File: config.mk
export PLATFORM = sky130hd
export DESIGN_NAME = reg_read_stage
export DESIGN_NICKNAME = d
export VERILOG_FILES = /design/src/rtl/reg_read_stage.sv
export SDC_FILE = /design/constraint.sdc
export NUM_CORES = 1
export LEC_CHECK = 0
export CAP_MARGIN = 20
export CORE_ASPECT_RATIO = 0.75
export CORE_MARGIN = 1
export CORE_UTILIZATION = 42
export CTS_CLUSTER_DIAMETER = 50
export CTS_CLUSTER_SIZE = 28
export DETAILED_ROUTE_END_ITERATION = 7
export PLACE_DENSITY = 0.7
export REMOVE_ABC_BUFFERS = 1
export SYNTH_ARGS = -nofsm -noshare
export SYNTH_HDL_FRONTEND = slang
export SYNTH_SLANG_ARGS = --single-unit
File: constraint.sdc
create_clock -name clk -period 5.2 [get_ports clk]
set_input_delay 0.52 -clock clk [delete_from_list [all_inputs] [get_ports clk]]
set_output_delay 0.52 -clock clk [all_outputs]
set_load 0.005 [all_outputs]
File: src/rtl/reg_read_stage.sv
// Register-read stage: reads source operands from the PRF (with writeback bypass)
// and hands micro-ops to execute through a registered output plus a one-entry skid.
module reg_read_stage #(
  parameter  int NUM_PREGS = 64,
  parameter  int XLEN      = 32,
  parameter  int NUM_WB    = 2,
  parameter  int UOP_W     = 16,
  parameter  int ROB_W     = 5,
  localparam int PW        = $clog2(NUM_PREGS)
) (
  input  logic                   clk,
  input  logic                   rst,
  input  logic                   flush,
  input  logic                   iss_valid,
  output logic                   iss_ready,
  input  logic [PW-1:0]          iss_src1_reg,
  input  logic [PW-1:0]          iss_src2_reg,
  input  logic [PW-1:0]          iss_dst_reg,
  input  logic [UOP_W-1:0]       iss_uop,
  input  logic [ROB_W-1:0]       iss_rob_idx,
  output logic [PW-1:0]          prf_src1_reg,
  output logic [PW-1:0]          prf_src2_reg,
  input  logic [XLEN-1:0]        prf_src1_val,
  input  logic [XLEN-1:0]        prf_src2_val,
  input  logic [NUM_WB-1:0]      wb_valid,
  input  logic [NUM_WB*PW-1:0]   wb_dst_reg,
  input  logic [NUM_WB*XLEN-1:0] wb_val,
  output logic                   ex_valid,
  input  logic                   ex_ready,
  output logic [XLEN-1:0]        ex_src1_val,
  output logic [XLEN-1:0]        ex_src2_val,
  output logic [PW-1:0]          ex_dst_reg,
  output logic [UOP_W-1:0]       ex_uop,
  output logic [ROB_W-1:0]       ex_rob_idx
);

  typedef struct packed {
    logic [XLEN-1:0]  s1;
    logic [XLEN-1:0]  s2;
    logic [PW-1:0]    dst;
    logic [UOP_W-1:0] uop;
    logic [ROB_W-1:0] rob;
  } ent_t;

  typedef enum logic [1:0] {S_EMPTY, S_FULL, S_SKID} state_t;

  state_t r_state;
  ent_t   r_out, r_skid;
  logic   r_iss_ready;

  state_t w_nxt;
  ent_t   w_new;
  logic   w_accept, w_xfer, w_hit1, w_hit2;

  assign prf_src1_reg = iss_src1_reg;
  assign prf_src2_reg = iss_src2_reg;
  assign iss_ready    = r_iss_ready;
  assign ex_valid     = (r_state != S_EMPTY);
  assign w_accept     = iss_valid && r_iss_ready && !flush;
  assign w_xfer       = ex_valid && ex_ready;

  assign ex_src1_val = r_out.s1;
  assign ex_src2_val = r_out.s2;
  assign ex_dst_reg  = r_out.dst;
  assign ex_uop      = r_out.uop;
  assign ex_rob_idx  = r_out.rob;

  // Lowest-index writeback port wins; preg 0 always reads zero.
  always_comb begin
    w_new.s1  = prf_src1_val;
    w_new.s2  = prf_src2_val;
    w_new.dst = iss_dst_reg;
    w_new.uop = iss_uop;
    w_new.rob = iss_rob_idx;
    w_hit1    = 1'b0;
    w_hit2    = 1'b0;
    for (int p = 0; p < NUM_WB; p++) begin
      if (!w_hit1 && wb_valid[p] && wb_dst_reg[p*PW +: PW] == iss_src1_reg) begin
        w_new.s1 = wb_val[p*XLEN +: XLEN];
        w_hit1   = 1'b1;
      end
      if (!w_hit2 && wb_valid[p] && wb_dst_reg[p*PW +: PW] == iss_src2_reg) begin
        w_new.s2 = wb_val[p*XLEN +: XLEN];
        w_hit2   = 1'b1;
      end
    end
    if (iss_src1_reg == '0) w_new.s1 = '0;
    if (iss_src2_reg == '0) w_new.s2 = '0;
  end

  always_comb begin
    w_nxt = r_state;
    case (r_state)
      S_EMPTY: if (w_accept) w_nxt = S_FULL;
      S_FULL: begin
        if (w_accept && !w_xfer)      w_nxt = S_SKID;
        else if (!w_accept && w_xfer) w_nxt = S_EMPTY;
      end
      S_SKID:  if (w_xfer) w_nxt = S_FULL;
      default: w_nxt = S_EMPTY;
    endcase
    if (flush) w_nxt = S_EMPTY;
  end

  always_ff @(posedge clk) begin
    if (rst) begin
      r_state     <= S_EMPTY;
      r_iss_ready <= 1'b0;
      r_out       <= '0;
      r_skid      <= '0;
    end else begin
      r_state     <= w_nxt;
      r_iss_ready <= (w_nxt != S_SKID);
      if (!flush) begin
        case (r_state)
          S_EMPTY: if (w_accept) r_out <= w_new;
          S_FULL: begin
            if (w_accept && w_xfer) r_out  <= w_new;
            else if (w_accept)      r_skid <= w_new;
          end
          S_SKID:  if (w_xfer) r_out <= r_skid;
          default: ;
        endcase
      end
    end
  end

endmodule

==> impl_results.md, run 1 <==
- Layout Skew: 0.007083 ns
- Drt first-iter violations: 1,045
- Top-level port count: 291
- Final Hold Vio Count: 0
- Count of flip-flops with a built-in enable after synthesis: 0
- R2R setup slack: 2.31 ns
- Chain of cells forming the critical path: clkdlybuf4s50_1, nor4bb_1, a41o_4, buf_4, and3_1, a21oi_1, o32ai_1
- Bufs on Longest Clock Path: 2
- Number of vias per cell: 6.061
- Placed Cells incl. Taps: 1,591
- Number of cell rows: 46
- Number of warnings printed during yosys synthesis: 0
- Register with the highest flop count: r_skid
- Total standard cell area after synthesis: 0.009271 mm²
- Final Instance Area: 0.01282 mm²
- # fillers: 1,929
- Kind of capture point of the worst setup path: flip-flop
- Via count of the first global-routing pass: 9,332
- Sequential element share of the synthesized area: 39.95%
- Min-delay src: r_skid[88]$_SDFFE_PP0P_
- Height of the die: 130.7 µm
- Number of gates resized after cts: 0
- Data required time of the worst path: 5.55 ns
- Maximum fanout encountered on the critical timing path: 76
- Worst-case hold path end point: r_skid[88]$_SDFFE_PP0P_
- Die boundary width: 173.6 µm
- Worst reg2reg startpoint: r_state[1]$_SDFF_PP0_
- Clock period minus final worst setup slack: 3.092 ns
- Worst hold path cell count: 2
- Hold-fix buffers, CTS: 0
- Port buffer count: 290
- Cell type with the largest total area after synthesis: dfxtp_1
- Slew Viols, Final: 0
- Run status: finished clean
- Share of the clock period used by the worst path after layout: 59.46%
- Flops & latches, synth: 185
- Average detailed-routed wire length per instance: 20.89 µm
- Lkg Pwr: 4.334 nW
- Final count of negative-setup-slack endpoints: 0
- Max Clock Freq: 0.3234 GHz
- Power density over the cells: 262.0 mW/mm²
- Global placer's final weighted congestion: 0.8119
- Number of buffers inserted by post-CTS setup repair: 0
- Die ar.: 0.02268 mm²
- Max stage delay on crit path: 0.69 ns
- Sinks on the clock net: 185
- Reg2reg path depth: 6
- Total routing usage reported by global routing: 29.15%
- # Max-Cap Violations: 0
- H-tree lvl count: 4
- Final wirelength: 33,900 µm
- Classification of the worst-slack hold path: reg2reg
- CTS Buf Count: 17
- Multi-input logic area: 0.005104 mm²
- Slew margin rel.: 26.62%
- Initial antenna violation count: 0
- WP data arrival: 3.44 ns
- Post-synthesis cell count: 1,118
- Top_reg_cell synth: dfxtp_1
- Peak supply drop: 0.1800 mV
- Cells taking the most area after synthesis: dfxtp_1 40%, a21oi_1 5.1%, nand2_1 5.1%
- Number of iterations in the first detailed-routing pass: 5
- Transition time at the pin with the least slew margin: 1.097 ns
- Critical Path Source Type: primary input
- Layout Area Growth over Synthesis: 38.26%
- CTS tree: built
- HPWL Detailed: 21,180 µm
- Total cell area at the placement stage: 0.01223 mm²
- Later-pin clock latency in the skew report: 0.44 ns
- Worst reg2reg endpoint: ex_src2_val[1]$_SDFFE_PP0P_
- Largest net degree at the start of global routing: 77
- Unrepaired setup endpoints after global routing: false
- Distinct cells, synth: 48
- Diodes inserted: 0
- Sequential cell area: 0.003704 mm²
- Setup TNS after final layout: 0 ns
- Number of nets at the end of the flow: 1,508
- Count of nets left with antenna violations after detail routing: 0
- Number of non-filler instances in the completed layout: 1,623
- Synth Area per Inst: 8.293 µm²
- Number of flip-flops in the largest register: 91
- DRC viols: 0
- Clock-pin slew reported for the worst setup and hold paths after clock tree synthesis: 0.07 ns
- CP max stage cell: nor4bb_1
- Placeable Area: 0.02141 mm²
- Total number of vias: 9,837
- Async SR Flop Fraction: 0%
- Root cell of the clock tree: clkbuf_16
- Area share of the largest cell type after synthesis: 39.95%
- Critical path class: in2reg
- Share of final-layout standard cells stronger than drive strength 1: 6.067%
- First-pass GRT wire length: 51,850 µm
- Overflow left after global routing: 0
- Starting density of the core: 43.30%
## cells in the final DEF (no fill, tap or decap), types with 5 or more instances in the layout
cell             count
nand2_1            126
a221oi_1            53
xnor2_1             18
nor3_1               9
buf_4               18
clkdlybuf4s50_1    289
a21oi_1             95
nand3_1             11
a31o_2               8
o32ai_1             18
clkbuf_16           17
o21a_1               8
and3_1              55
o21ai_0             82
or3_1                5
a221o_1              9
o221ai_1            37
a32o_1               8
o21ai_1             10
a211oi_1            27
xor2_1               6
o22ai_1             37
and2_1              32
nor2_1              48
mux2i_1             27
nand2b_1            28
o31ai_1             18
dfxtp_1            185
## power breakdown
group          internal, mW  leakage, nW  switching, mW
Sequential             1.46         1.50         0.0371
Clock                 0.643        0.284          0.653
Combinational         0.312         2.55          0.249
Total                  2.42         4.33          0.939
## how the worst max path moves through the flow
stage                                   end  slack [ns]             startpoint  cells past startpoint
3_3_place_gp    ex_src2_val[1]$_SDFFE_PP0P_        1.76                  flush                      7
3_5_place_dp        r_skid[58]$_SDFFE_PP0P_        1.67               ex_ready                      6
2_1_floorplan  ex_src2_val[28]$_SDFFE_PP0P_       -0.79  r_state[1]$_SDFF_PP0_                      4
6_report        ex_src2_val[1]$_SDFFE_PP0P_        2.11                  flush                      7
5_1_grt             r_skid[32]$_SDFFE_PP0P_        1.93               ex_ready                      6
4_1_cts             r_skid[58]$_SDFFE_PP0P_        2.12               ex_ready                      6
## layer usage
layer	global-route usage (%)	part of all wire, %	vias to the layer above
met5	0	0	-
met4	8.902	1.6	0
met3	5.787	8.5	36
met2	45.05	44	497
met1	41.04	46	4693
li1	-	-	4611
## kinds of logic (layout without fill, tap and decap cells)
group / count (synthesis) / in the layout / synth area share, %
AO/OA/AOI/OAI: 419 / 419 / 30.63
AND/OR/NAND/NOR: 337 / 337 / 18.10
flip-flops: 185 / 185 / 39.95
buffers and inverters: 126 / 343 / 6.140
multiplexers: 27 / 27 / 2.915
XOR/XNOR: 24 / 24 / 2.267
## final cells by class
class                           instances  area share (%)
Timing Repair Buffer                  309           23.87
Multi-Input combinational cell        807           39.81
Tap cell                              288           2.811
Clock inverter                         15           1.240
Inverter                                2         0.05857
Clock buffer                           17           3.319
Sequential cell                       185           28.89
## worst max-delay path: cells and delay by family
kind            cells  cell delay [ns]
compound gates      3             0.88
buf+inv             2             1.04
simple gates        2             0.92
## cells in the mapped netlist (all sizes together) (2+ instances only)
| master | number |
|---|---|
| a21oi | 95 |
| and3 | 55 |
| dfxtp | 185 |
| o22ai | 37 |
| a221oi | 55 |
| xnor2 | 18 |
| buf | 41 |
| nand3 | 11 |
| nor4 | 4 |
| inv | 2 |
| or4 | 5 |
| nand2 | 126 |
| o32ai | 18 |
| a32o | 8 |
| o21a | 8 |
| o31ai | 18 |
| nor3 | 15 |
| or3 | 7 |
| and2 | 32 |
| xor2 | 6 |
| o221ai | 37 |
| nand4 | 2 |
| a211oi | 27 |
| nor2 | 49 |
| o21ai | 92 |
| a221o | 9 |
| mux2i | 27 |
| a31o | 9 |
| nand2b | 28 |
| clkbuf | 83 |
## through the flow
step                setup slack (ns)  hold slack [ns]  power (mW)  util, %
finish                         2.108           0.4445       3.359    59.87
global route                   1.926           0.4651       3.483    59.87
CTS                            2.120           0.4463       3.366    59.87
detailed placement             1.672           0.4320       2.086    57.14
global placement               1.758           0.4255       2.082    57.09
floorplan                    -0.7889           0.4167       1.727        -
Power figures use the tool's default switching activity.
==> run 2: changes to the inputs <==
- clock period: 5.2 -> 3.05 ns (I/O delays scaled with it)
==> impl_results.md, run 2 (synthesized netlist as in run 1, its figures left out) <==
- Total routing usage reported by global routing: 29.81% (was 29.15%)
- Switching power total: 1.580 mW (was 939.0 µW)
- Peak supply drop: 0.3421 mV (was 0.1800 mV)
- Average detailed-routed wire length per instance: 20.93 µm (was 20.89 µm)
- Overflow left after global routing: 0 (unchanged)
- Share of final-layout standard cells stronger than drive strength 1: 7.590% (was 6.067%)
- Slew Viols, Final: 0 (unchanged)
- Height of the die: 130.7 µm (unchanged)
- Later-pin clock latency in the skew report: 0.44 ns (about the same)
- Internal power: 4.295 mW (was 2.419 mW)
- CTS Buf Count: 17 (unchanged)
- Amount of wire on met3 after detailed routing: 3215 µm (was 2886 µm)
- Via count of the first global-routing pass: 9,588 (was 9,332)
- Classification of the worst-slack hold path: in2reg (was reg2reg)
- Register with the highest flop count: r_skid (unchanged)
- Max stage delay on crit path: 0.70 ns (was 0.69 ns)
- HPWL Detailed: 22,180 µm (was 21,180 µm)
- Sinks on the clock net: 185 (unchanged)
- Share of the clock period used by the worst path after layout: 78.67%
- Clock period minus final worst setup slack: 2.399 ns
- Run status: finished clean (unchanged)
- Slew margin rel.: 61.69% (was 26.62%)
- # Max-Cap Violations: 0 (unchanged)
- WP data arrival: 2.69 ns (was 3.44 ns)
- Wire length on met1: 15,270 µm (was 15,500 µm)
- Final Hold Vio Count: 0 (unchanged)
- Part of the power in combinational logic: 16.8% (was 16.7%)
- Final count of negative-setup-slack endpoints: 0 (unchanged)
- Top-level port count: 291 (unchanged)
- DRC viols: 0 (unchanged)
- Sequential cell area: 0.003704 mm² (unchanged)
- Initial antenna violation count: 0 (unchanged)
- Switching portion of total power: 26.89% (was 27.96%)
- Count of nets left with antenna violations after detail routing: 0 (unchanged)
- Placeable Area: 0.02141 mm² (unchanged)
- Final Util: 61.34% (was 59.87%)
- Number of nets at the end of the flow: 1,530 (was 1,508)
- Sequential group share of total power: 43.6% (was 44.7%)
- Largest net degree at the start of global routing: 95 (was 77)
- Port buffer count: 290 (unchanged)
- CTS tree: built (unchanged)
- Number of gates resized after cts: 0 (unchanged)
- Clock network fraction of design power: 39.6% (was 38.6%)
- Global placer's final weighted congestion: 0.8505 (was 0.8119)
- Multi-input logic area: 0.005104 mm² (unchanged)
- Top metal layer carrying routed signals: met4 (unchanged)
- Data required time of the worst path: 3.34 ns (was 5.55 ns)
- Final wirelength: 34,460 µm (was 33,900 µm)
- Combined buffer and inverter count along the critical path: 2 (unchanged)
- Number of iterations in the first detailed-routing pass: 6 (was 5)
- Layout Area Growth over Synthesis: 41.65% (was 38.26%)
- Bufs on Longest Clock Path: 2 (unchanged)
- Critical path class: in2reg (unchanged)
- Delay-heaviest family, CP: buffers and inverters (unchanged)
- Lkg Pwr: 4.490 nW (was 4.334 nW)
- First-pass GRT wire length: 53,000 µm (was 51,850 µm)
- Total number of vias: 9,968 (was 9,837)
- Clock-pin slew reported for the worst setup and hold paths after clock tree synthesis: 0.07 ns (about the same)
- Chain of cells forming the critical path: clkdlybuf4s50_1, xnor2_1, nand3_1, or4_2, buf_12, a221oi_1, o32ai_1 (was clkdlybuf4s50_1, nor4bb_1, a41o_4, buf_4, and3_1, a21oi_1, o32ai_1)
- Number of cell rows: 46 (unchanged)
- Transition time at the pin with the least slew margin: 0.5747 ns (was 1.097 ns)
- Maximum fanout encountered on the critical timing path: 32 (was 76)
- H-tree lvl count: 4 (unchanged)
- Number of buffers inserted by post-CTS setup repair: 0 (unchanged)
- Kind of capture point of the worst setup path: flip-flop (unchanged)
- Max Clock Freq: 0.4168 GHz
- Die ar.: 0.02268 mm² (unchanged)
- # fillers: 1,912 (was 1,929)
- Power density over the cells: 447.4 mW/mm² (was 262.0 mW/mm²)
- Root cell of the clock tree: clkbuf_16 (unchanged)
- Detail Route met2 WL: 15,320 µm (was 14,980 µm)
- Starting density of the core: 43.30% (unchanged)
- Layout Skew: 0.01055 ns (was 0.007083 ns)
- Number of flip-flops in the largest register: 91 (unchanged)
- Final-layout worst hold slack: 0.3506 ns (was 0.4445 ns)
- Critical Path Source Type: primary input (unchanged)
- Number of vias per cell: 6.056 (was 6.061)
- Most frequent cells in the layout: 289 x clkdlybuf4s50_1, 185 x dfxtp_1, 126 x nand2_1 (unchanged)
- Unrepaired setup endpoints after global routing: false (unchanged)
- Drt first-iter violations: 992 (was 1,045)
- Hold-fix buffers, CTS: 0 (unchanged)
- CP max stage cell: or4_2 (was nor4bb_1)
- Commonest non-fill, non-tap cell in the layout: clkdlybuf4s50_1 (unchanged)
- Die boundary width: 173.6 µm (unchanged)
run 2: cell count changes in the layout (fill, tap and decap cells not counted), sizes merged:
| cell | delta |
|---|---|
| buf | +22 |
| clkinv | -4 |
| bufinv | +2 |
| clkinvlp | +2 |
| diode | +1 |
run 2: power by group through the flow:
stage                     Combinational [mW]  Clock, mW  Sequential (mW)
after floorplan                        0.335          0             2.61
after global placement                 0.967          0             2.61
after detailed placement               0.973          0             2.62
after CTS                              0.979       2.35             2.56
after global routing                    1.05       2.44             2.57
final                                  0.986       2.33             2.56
run 2: final timing paths:
check / start / to / slack (ns) / depth (start not counted)
worst max-delay path: iss_src2_reg[3] / ex_src2_val[10]$_SDFFE_PP0P_ / 0.65 / 7
worst min-delay path: rst / r_skid[7]$_SDFFE_PP0P_ / 0.35 / 2
worst max register to register: iss_ready$_SDFF_PP0_ / r_skid[72]$_SDFFE_PP0P_ / 0.77 / 4
worst min register to register: r_skid[65]$_SDFFE_PP0P_ / r_skid[65]$_SDFFE_PP0P_ / 0.44 / 2
run 2: layout make-up:
cell class	instances	share of cell area [%]
Clock buffer	17	3.239
Timing Repair Buffer	331	25.48
Antenna cell	1	0.01905
Tap cell	288	2.744
Inverter	2	0.05716
Multi-Input combinational cell	807	38.86
Clock inverter	15	1.401
Sequential cell	185	28.20
run 2: through the flow:
stage | power (mW) | std cells | area [µm²] | setup TNS [ns] | setup WS (ns)
global placement | 3.582 | 1613 | 12520 | 0 | 0.2326
finish | 5.875 | 1646 | 13130 | 0 | 0.6505
detailed placement | 3.590 | 1613 | 12520 | 0 | 0.2420
CTS | 5.885 | 1645 | 13130 | 0 | 0.6923
floorplan | 2.944 | 994 | 8710 | -237.72 | -2.939
global route | 6.067 | 1645 | 13130 | 0 | 0.5646
run 2: layer usage:
layer	up-vias	track usage [%]
li1	4645	-
met1	4737	39.95
met2	535	46.94
met3	51	7.436
met4	0	10.31
met5	-	0
==> run 3: changes to the inputs <==
- PLACE_DENSITY: 0.7 -> 0.73
- clock period: 3.05 -> 2.1 ns (I/O delays scaled with it)
==> impl_results.md, run 3 (synthesized netlist as in run 1, its figures left out) <==
- Final count of negative-setup-slack endpoints: 0 (unchanged)
- Sinks on the clock net: 185 (unchanged)
- Kind of capture point of the worst setup path: flip-flop (unchanged)
- Hold-fix buffers, CTS: 0 (unchanged)
- DRC viols: 0 (unchanged)
- Most frequent cells in the layout: 274 x clkdlybuf4s50_1, 184 x dfxtp_1, 126 x nand2_1 (was 289 x clkdlybuf4s50_1, 185 x dfxtp_1, 126 x nand2_1)
- # fillers: 1,723 (was 1,912)
- Sequential cell area: 0.003705 mm² (was 0.003704 mm²)
- Pre-CTS WS: -0.6008 ns (was 0.2420 ns)
- Max Clock Freq: 0.4834 GHz
- Share of final-layout standard cells stronger than drive strength 1: 16.59% (was 7.590%)
- Chain of cells forming the critical path: dlygate4sd2_1, buf_4, xnor2_2, nand3_2, or4_4, buf_12, a221o_1, a32o_1 (was clkdlybuf4s50_1, xnor2_1, nand3_1, or4_2, buf_12, a221oi_1, o32ai_1)
- Clock-pin slew reported for the worst setup and hold paths after clock tree synthesis: 0.07 ns (about the same)
- Slew Viols, Final: 0 (unchanged)
- Initial antenna violation count: 1 (was 0)
- Setup TNS after final layout: 0 ns (unchanged)
- Final Hold Vio Count: 0 (unchanged)
- Later-pin clock latency in the skew report: 0.44 ns (about the same)
- Commonest non-fill, non-tap cell in the layout: clkdlybuf4s50_1 (unchanged)
- Combined buffer and inverter count along the critical path: 3 (was 2)
- Transition time at the pin with the least slew margin: 0.7473 ns (was 0.5747 ns)
- Height of the die: 130.7 µm (unchanged)
- Number of nets at the end of the flow: 1,608 (was 1,530)
- Max stage delay on crit path: 0.64 ns (was 0.70 ns)
- Top-level port count: 291 (unchanged)
- Number of cell rows: 46 (unchanged)
- Number of flip-flops in the largest register: 91 (unchanged)
- Total cell area at the placement stage: 0.01308 mm² (was 0.01252 mm²)
- Critical Path Source Type: primary input (unchanged)
- Bufs on Longest Clock Path: 2 (unchanged)
- Register with the highest flop count: r_skid (unchanged)
- Placed Cells incl. Taps: 1,671 (was 1,613)
- Lkg Pwr: 5.114 nW (was 4.490 nW)
- # Max-Cap Violations: 0 (unchanged)
- Layout Area Growth over Synthesis: 55.40% (was 41.65%)
- Clock period minus final worst setup slack: 2.069 ns
- HPWL Detailed: 23,390 µm (was 22,180 µm)
- Root cell of the clock tree: clkbuf_16 (unchanged)
- R2R setup slack: 0.03 ns (was 0.77 ns)
- Worst setup slack after layout: 0.03114 ns (was 0.6505 ns)
- Internal power: 6.238 mW (was 4.295 mW)
- Drt first-iter violations: 1,271 (was 992)
- CP max stage cell: or4_4 (was or4_2)
- Largest net degree at the start of global routing: 106 (was 95)
- Run status: finished clean (unchanged)
- Total routing usage reported by global routing: 30.65% (was 29.81%)
- PnR Total Power: 8.586 mW (was 5.875 mW)
- Power density over the cells: 595.9 mW/mm² (was 447.4 mW/mm²)
- Clock network fraction of design power: 37.6% (was 39.6%)
- CTS Buf Count: 17 (unchanged)
- Slew margin rel.: 50.02% (was 61.69%)
- H-tree lvl count: 4 (unchanged)
- Switching portion of total power: 27.34% (was 26.89%)
- Part of the power in combinational logic: 19.1% (was 16.8%)
- Data required time of the worst path: 2.42 ns (was 3.34 ns)
- Final Instance Area: 0.01441 mm² (was 0.01313 mm²)
- Number of vias per cell: 6.093 (was 6.056)
- Count of nets left with antenna violations after detail routing: 0 (unchanged)
- Multi-input logic area: 0.005554 mm² (was 0.005104 mm²)
- WP data arrival: 2.39 ns (was 2.69 ns)
- Peak supply drop: 0.5975 mV (was 0.3421 mV)
- Die boundary width: 173.6 µm (unchanged)
- Layout Skew: 0.01343 ns (was 0.01055 ns)
- First-pass GRT wire length: 53,990 µm (was 53,000 µm)
- CTS tree: built (unchanged)
- Average detailed-routed wire length per instance: 21.83 µm (was 20.93 µm)
- Switching power total: 2.348 mW (was 1.580 mW)
- Delay-heaviest family, CP: simple AND/OR/NAND/NOR gates (was buffers and inverters)
- Number of non-filler instances in the completed layout: 1,724 (was 1,646)
- Share of the clock period used by the worst path after layout: 98.52%
- Maximum fanout encountered on the critical timing path: 8 (was 32)
- Number of iterations in the first detailed-routing pass: 6 (unchanged)
- Port buffer count: 290 (unchanged)
- Final wirelength: 37,630 µm (was 34,460 µm)
- Total number of vias: 10.50k (was 9,968)
- Critical path class: in2reg (unchanged)
- Via count of the first global-routing pass: 9,720 (was 9,588)
- Die ar.: 0.02268 mm² (unchanged)
- Overflow left after global routing: 0 (unchanged)
- Placeable Area: 0.02141 mm² (unchanged)
- Starting density of the core: 43.30% (unchanged)
- Sequential group share of total power: 43.3% (was 43.6%)
- Global placer's final weighted congestion: 0.8721 (was 0.8505)
- Classification of the worst-slack hold path: in2reg (unchanged)
[run 3: changes by cell type in the layout (fill, tap and decap cells not counted), sizes merged]
cell           previous run  this run
clkbuf                   17        21
clkinvlp                  3         4
dlymetal6s2s              0        10
buf                      42       113
clkdlybuf4s50           289       274
dlygate4sd2               0         5
bufinv                    2         1
nor3                     15        17
a41o                      1         2
[run 3: metal layers]
layer	GRT usage (%)	vias up	wire (µm)
met1	41.25	5013	15610
met5	0	-	0
met4	9.630	0	669
met3	7.697	49	4243
li1	-	4821	-
met2	48.43	621	17110
[run 3: timing repair]
item | CTS | global route
endpoints found under the setup margin | 90 | 105
cloned | 3 | 6
hold endpoints to repair | 0 | 0
resized for setup | 23 | 70
pin swaps | 5 | 15
buffers inserted | 4 | 7
[run 3: power by group through the flow]
stage | combinational [mW] | sequential [mW] | clock [mW]
6_report | 1.64 | 3.72 | 3.22
5_1_grt | 1.74 | 3.73 | 3.38
3_3_place_gp | 1.50 | 3.79 | 0
4_1_cts | 1.55 | 3.72 | 3.25
3_5_place_dp | 1.51 | 3.80 | 0
2_1_floorplan | 0.486 | 3.79 | 0
[run 3: area by class of cell]
type | instances | area share (%)
repair buffers | 406 | 29.14
clock buffers | 17 | 2.953
well taps | 288 | 2.501
multi-input cells | 810 | 38.55
inverters | 2 | 0.05211
flip-flops and latches | 185 | 25.71
clock inverters | 15 | 1.068
diodes | 1 | 0.01737
[run 3: path summary, 6_finish.rpt]
check                           cells after the start                     from                           end
worst max-delay path                                8            wb_dst_reg[9]       r_skid[61]$_SDFFE_PP0P_
worst max register to register                      6     iss_ready$_SDFF_PP0_       r_skid[34]$_SDFFE_PP0P_
worst min-delay path                                3                      rst  ex_src2_val[28]$_SDFFE_PP0P_
worst min register to register                      2  r_skid[74]$_SDFFE_PP0P_       r_skid[74]$_SDFFE_PP0P_
[run 3: per-stage QoR]
stage	utilization [%]	hold slack, ns
4_1_cts	64.71	0.2440
2_1_floorplan	-	0.2791
3_3_place_gp	61.09	0.4250
5_1_grt	67.28	0.2466
6_report	67.29	0.2555
3_5_place_dp	61.09	0.4315
[run 3: worst min-delay path: stages]
cell	delay [ns]
buf_4	0.20
a21oi_1	0.14
a31o_2	0.11
==> patch 1: new RTL, config.mk and constraints of run 2 <==
Set the parameter `NUM_PREGS` to 32 (it was 64).
--- a/src/rtl/reg_read_stage.sv
+++ b/src/rtl/reg_read_stage.sv
@@ -2,5 +2,5 @@
 // and hands micro-ops to execute through a registered output plus a one-entry skid.
 module reg_read_stage #(
-  parameter  int NUM_PREGS = 64,
+  parameter  int NUM_PREGS = 32,
   parameter  int XLEN      = 32,
   parameter  int NUM_WB    = 2,
Ports: changed (7 resized); port bits go from 291 to 283. The function was not compared with the original's and may differ.
==> patch 1 against run 2 <==
Design area increased by 4.9%; clock skew increased by 0.0048 ns; routed wire length increased by 9.1%; sequential cell count decreased by 2; setup slack improved by 0.084 ns; sequential share of layout area decreased by 1.6 points; area after synthesis increased by 10%; total power increased by 2.6%; critical endpoint is now ex_src1_val[0]; highest routed layer unchanged.
==> patch 1: results (changes against run 2) <==
Clocking
  • CTS root buf: clkbuf_16
  • CTS Buf Count: 17 (unchanged)
  • Reg clk slew, reported paths: 0.08 ns
  • H-tree depth: 4 (unchanged)
  • Worst-Skew Late Latency: 0.43 ns
  • CTS Buffer Depth: 2 (unchanged)
  • CTS resizes: 0 (unchanged)
  • Post-CTS Setup Inserts: 0 (unchanged)
  • CTS Hold Buffers Added: 0 (unchanged)

Timing
  • Max Clock Skew: 0.0153 ns (+0.00480 ns)
  • Min Tclk post-route: 2.32 ns (-0.0844 ns)
  • Worst-margin pin slew: 0.855 ns (+0.280 ns)

Placed design
  • HPWL after DPL: 25.0 mm (+13%)
  • Area after DPL: 13,200 sq um (+5.4%)
  • Dpl ws: 0.421 ns (+0.179 ns)
  • Placer Congestion: 0.878 (+3.3%)
  • PortBufs: 282 (-2.8%)

Yosys
  • Synth area leaders: dfxtp_1 (36%), nand2_1 (7.3%), o21ai_1 (3.3%)
  • Sequential area share after synthesis: 35.9% (-4.0 points)
  • YS warnings: 0 (unchanged)
  • Asr flop ratio synth: 0% (unchanged)
  • Post-synth top cells: nand2_1 (199), dfxtp_1 (183), nor2_1 (89)
  • Yosys cell types: 61 (+27%)

Critical path
  • Critical path's slowest cell: nor2_4
  • Worst stage delay on the critical path: 0.74 ns (+0.04 ns)
  • Critical path data arrival time: 2.65 ns (-0.04 ns)
  • CP endpoint: ex_src1_val[0]
  • Largest delay share family, worst path: simple AND/OR/NAND/NOR gates
  • Crit path launch: r_state[0]
  • Largest fanout on the critical path: 42 (+31%)
  • R2r setup slk: 0.73 ns (-0.04 ns)
  • R2R Path Start: r_state[0]
  • Reg2Reg Depth: 4 (unchanged)

Global route
  • M2 GR Usage: 46.8% (-0.17 points)
  • Met3 Use GR: 6.63% (-0.81 points)
  • Via count of the first global-routing pass: 10,285 (+7.3%)
  • Largest net degree at the start of global routing: 85 (-11%)
  • GRT Util Overall: 29.7% (-0.098 points)
  • First-pass GRT wire length: 57.4 mm (+8.3%)
  • Initial antenna violation count: 1 (+1)
  • Met1 usage: 40.6% (+0.63 points)

Drt
  • TritonRoute pass-1 iters: 6 (unchanged)
  • Vias per cell: 6.08 (+0.36%)
  • Drt initial violations: 1,088 (+9.7%)
  • Post-Route WL: 37.6 mm (+9.1%)

Hold path
  • Worst Hold Class: input pin to flip-flop

Pwr
  • Max VDD drop: 0.397 mV (+16%)
  • Sw power: 1.74 mW (+10%)
  • Leakage: 4.88 nW (+8.6%)

Cells and area
  • Max reg flops: 90 (-1.1%)
  • Share of post-route cells with drive strength above 1: 10.0% (+2.4 points)
  • Biggest register: r_skid
  • Nets@finish: 1,685 (+10%)

Status
  • Status: finished clean

Flow run
  • Max Cap Violations: 0 (unchanged)
-- patch 1: power groups by stage --
stage | Clock (mW) | Combinational [mW] | Sequential (mW)
floorplan | 0 | 0.444 | 2.61
global placement | 0 | 1.18 | 2.62
detailed placement | 0 | 1.19 | 2.62
CTS | 2.29 | 1.20 | 2.56
global route | 2.39 | 1.29 | 2.57
finish | 2.26 | 1.21 | 2.56
-- patch 1: layout make-up --
type / instances / area [sq um]
Fill cell: 2137 / 9640
Multi-Input combinational cell: 981 / 5920
Sequential cell: 183 / 3660
Timing Repair Buffer: 320 / 3230
Clock buffer: 17 / 425
Tap cell: 300 / 375
Clock inverter: 15 / 156
Antenna cell: 2 / 5.00
Inverter: 1 / 3.75
-- patch 1: how the worst min path moves through the flow --
stage | startpoint | endpoint | slack, ns | cells after the start
after detailed placement | r_skid[67] | r_skid[67] | 0.43 | 2
after floorplan | rst | r_skid[0] | 0.37 | 1
after global routing | rst | r_skid[24] | 0.35 | 2
final | rst | r_skid[19] | 0.35 | 2
after CTS | rst | r_skid[24] | 0.35 | 2
after global placement | r_skid[70] | r_skid[70] | 0.42 | 2
-- patch 1: cell families after synthesis --
| group | count (synthesis) | share of synthesized area, % |
|---|---|---|
| flip-flops | 183 | 35.9 |
| buffers and inverters | 134 | 6.75 |
| AND/OR/NAND/NOR | 528 | 25.0 |
| multiplexers | 1 | 0.0982 |
| XOR/XNOR | 21 | 1.88 |
| AO/OA/AOI/OAI | 431 | 30.3 |
-- patch 1: through the flow --
stage	std cells	TNS (ns)	hold WS [ns]	utilization, %
finish	1819	0	0.348	58.8
global route	1818	0	0.350	58.8
CTS	1817	0	0.353	58.8
detailed placement	1785	0	0.429	56.3
global placement	1785	0	0.425	56.3
floorplan	1165	-23.33	0.374	-
-- patch 1: routing by layer --
| layer | part of all wire [%] | vias to the layer above | routed length, um |
|---|---|---|---|
| li1 | - | 5198 | - |
| met1 | 44 | 5246 | 16600 |
| met2 | 44 | 562 | 16700 |
| met3 | 9.5 | 49 | 3580 |
| met4 | 1.9 | 0 | 706 |
| met5 | 0 | - | 0 |
==> patch 2: new RTL, flow settings as in run 2 <==
Made on the original files. Encoding of `state_t`: now one-hot (3 bits for 3 states).
--- a/src/rtl/reg_read_stage.sv
+++ b/src/rtl/reg_read_stage.sv
@@ -43,5 +43,5 @@
   } ent_t;
 
-  typedef enum logic [1:0] {S_EMPTY, S_FULL, S_SKID} state_t;
+  typedef enum logic [2:0] {S_EMPTY = 3'b001, S_FULL = 3'b010, S_SKID = 3'b100} state_t;
 
   state_t r_state;
Behaviour: same outputs for any inputs over 4 cycles, from zero or initial values and one cycle with rst high; so few cycles prove little.
==> patch 2 against run 2 <==
Setup slack worse by 0.099 ns; via count shrank 8.9%; sequential cell count increased by 1; sequential share of layout area increased by 0.21 points; routed wire length is 4.6% lower; total power shrank 4.4%; largest power group unchanged; worst hold slack better by 0.10 ns; area after synthesis increased by 0.28%; design area shrank 0.19%.
==> patch 2: results (changes against run 2) <==
Cells and area
  • Final Instance Area: 13,100 sq um (-0.19%)
  • Seq cells: 186 (+0.54%)
  • Register area: 3720 sq um (+0.54%)
  • Nets@finish: 1,431 (-6.5%)
  • Share of post-route cells with drive strength above 1: 8.51% (+0.92 points)
  • Clock buffers: 19 (+2)
  • Comb_multi_in: 718 (-11%)
  • Clock network area share: 4.56% (-0.077 points)
  • Non-clk buf share: 25.0% (-0.52 points)
  • Multi-input combinational area share: 39.3% (+0.44 points)
  • Fillers: 1,882 (-1.6%)
  • Non-CTS buffers: 321 (-3.0%)

Global route
  • GRT Util Overall: 28.5% (-1.3 points)
  • M2 GR Usage: 45.5% (-1.5 points)
  • Met3 Use GR: 5.64% (-1.8 points)
  • Largest net degree at the start of global routing: 57 (-40%)
  • First-pass GRT wire length: 50.0 mm (-5.7%)
  • Via count of the first global-routing pass: 8,781 (-8.4%)

Drt
  • Max layer used: met4
  • Drt initial violations: 795 (-20%)
  • Post-Route WL: 32.9 mm (-4.6%)
  • Routed met3 length: 2.76 mm (-14%)
  • WL met1: 14.6 mm (-4.1%)
  • WL per Instance: 21.3 um (+1.5%)
  • Vias: 9,085 (-8.9%)
  • TritonRoute pass-1 iters: 5 (-1)
  • Met2 WL: 14.8 mm (-3.3%)

Timing
  • Max Clock Skew: 0.0113 ns (+0.000744 ns)
  • Worst-margin pin slew: 1.07 ns (+0.500 ns)

Placed design
  • Area after DPL: 12,500 sq um (about the same)
  • HPWL after DPL: 21.2 mm (-4.3%)
  • Dpl ws: 0.148 ns (-0.0938 ns)
  • Placer Congestion: 0.868 (+2.0%)

Yosys
  • Synthesized area per cell: 9.15 sq um (+10%)
  • Yosys cell types: 41 (-15%)
  • Synth area leaders: dfxtp_1 (40%), a221o_1 (6.9%), a32o_1 (6.9%)
  • Post-synth top cells: dfxtp_1 (186), nand2_1 (148), clkbuf_1 (74)
  • Top_reg_cell synth: dfxtp_1

Pwr
  • Part of the power in combinational logic: 14.8% (-2.0 points)
  • Internal power: 4.22 mW (-1.8%)
  • Seq group: 2.51 mW (-2%)
  • Sw power: 1.40 mW (-12%)
  • Leakage: 4.75 nW (+5.8%)

Critical path
  • Largest delay share family, worst path: simple AND/OR/NAND/NOR gates
  • Critical path's slowest cell: nor2_4
  • Worst stage delay on the critical path: 0.84 ns (+0.14 ns)

Status
  • Status: finished clean
## patch 2: cell count changes after synthesis, moves of 37 or more
cell	run 2	this run
a32o_1	8	64
a21oi_1	95	29
a221o_1	9	64
o22ai_1	37	0
o21ai_0	82	2
nor3b_1	0	38
a221oi_1	53	0
a311o_1	0	37
## patch 2: logic make-up (layout without fill, tap and decap cells)
group	Yosys count	after routing	synth area share [%]
AOI/OAI and AO/OA	256	256	24.7
muxes	54	54	5.81
DFF	186	186	40.0
xor gates and xnor gates	26	26	2.45
and+or+nand+nor	382	382	21.4
buffers and inverters	112	354	5.56
## patch 2: final timing paths
check | start | to | slack [ns] | cells after the start
setup / recovery | r_state[0] | ex_src1_val[13] | 0.55 | 5
hold / removal | iss_dst_reg[1] | r_skid[22] | 0.45 | 3
setup reg to reg | r_state[0] | ex_src1_val[13] | 0.55 | 5
hold reg to reg | r_skid[8] | r_skid[8] | 0.45 | 2
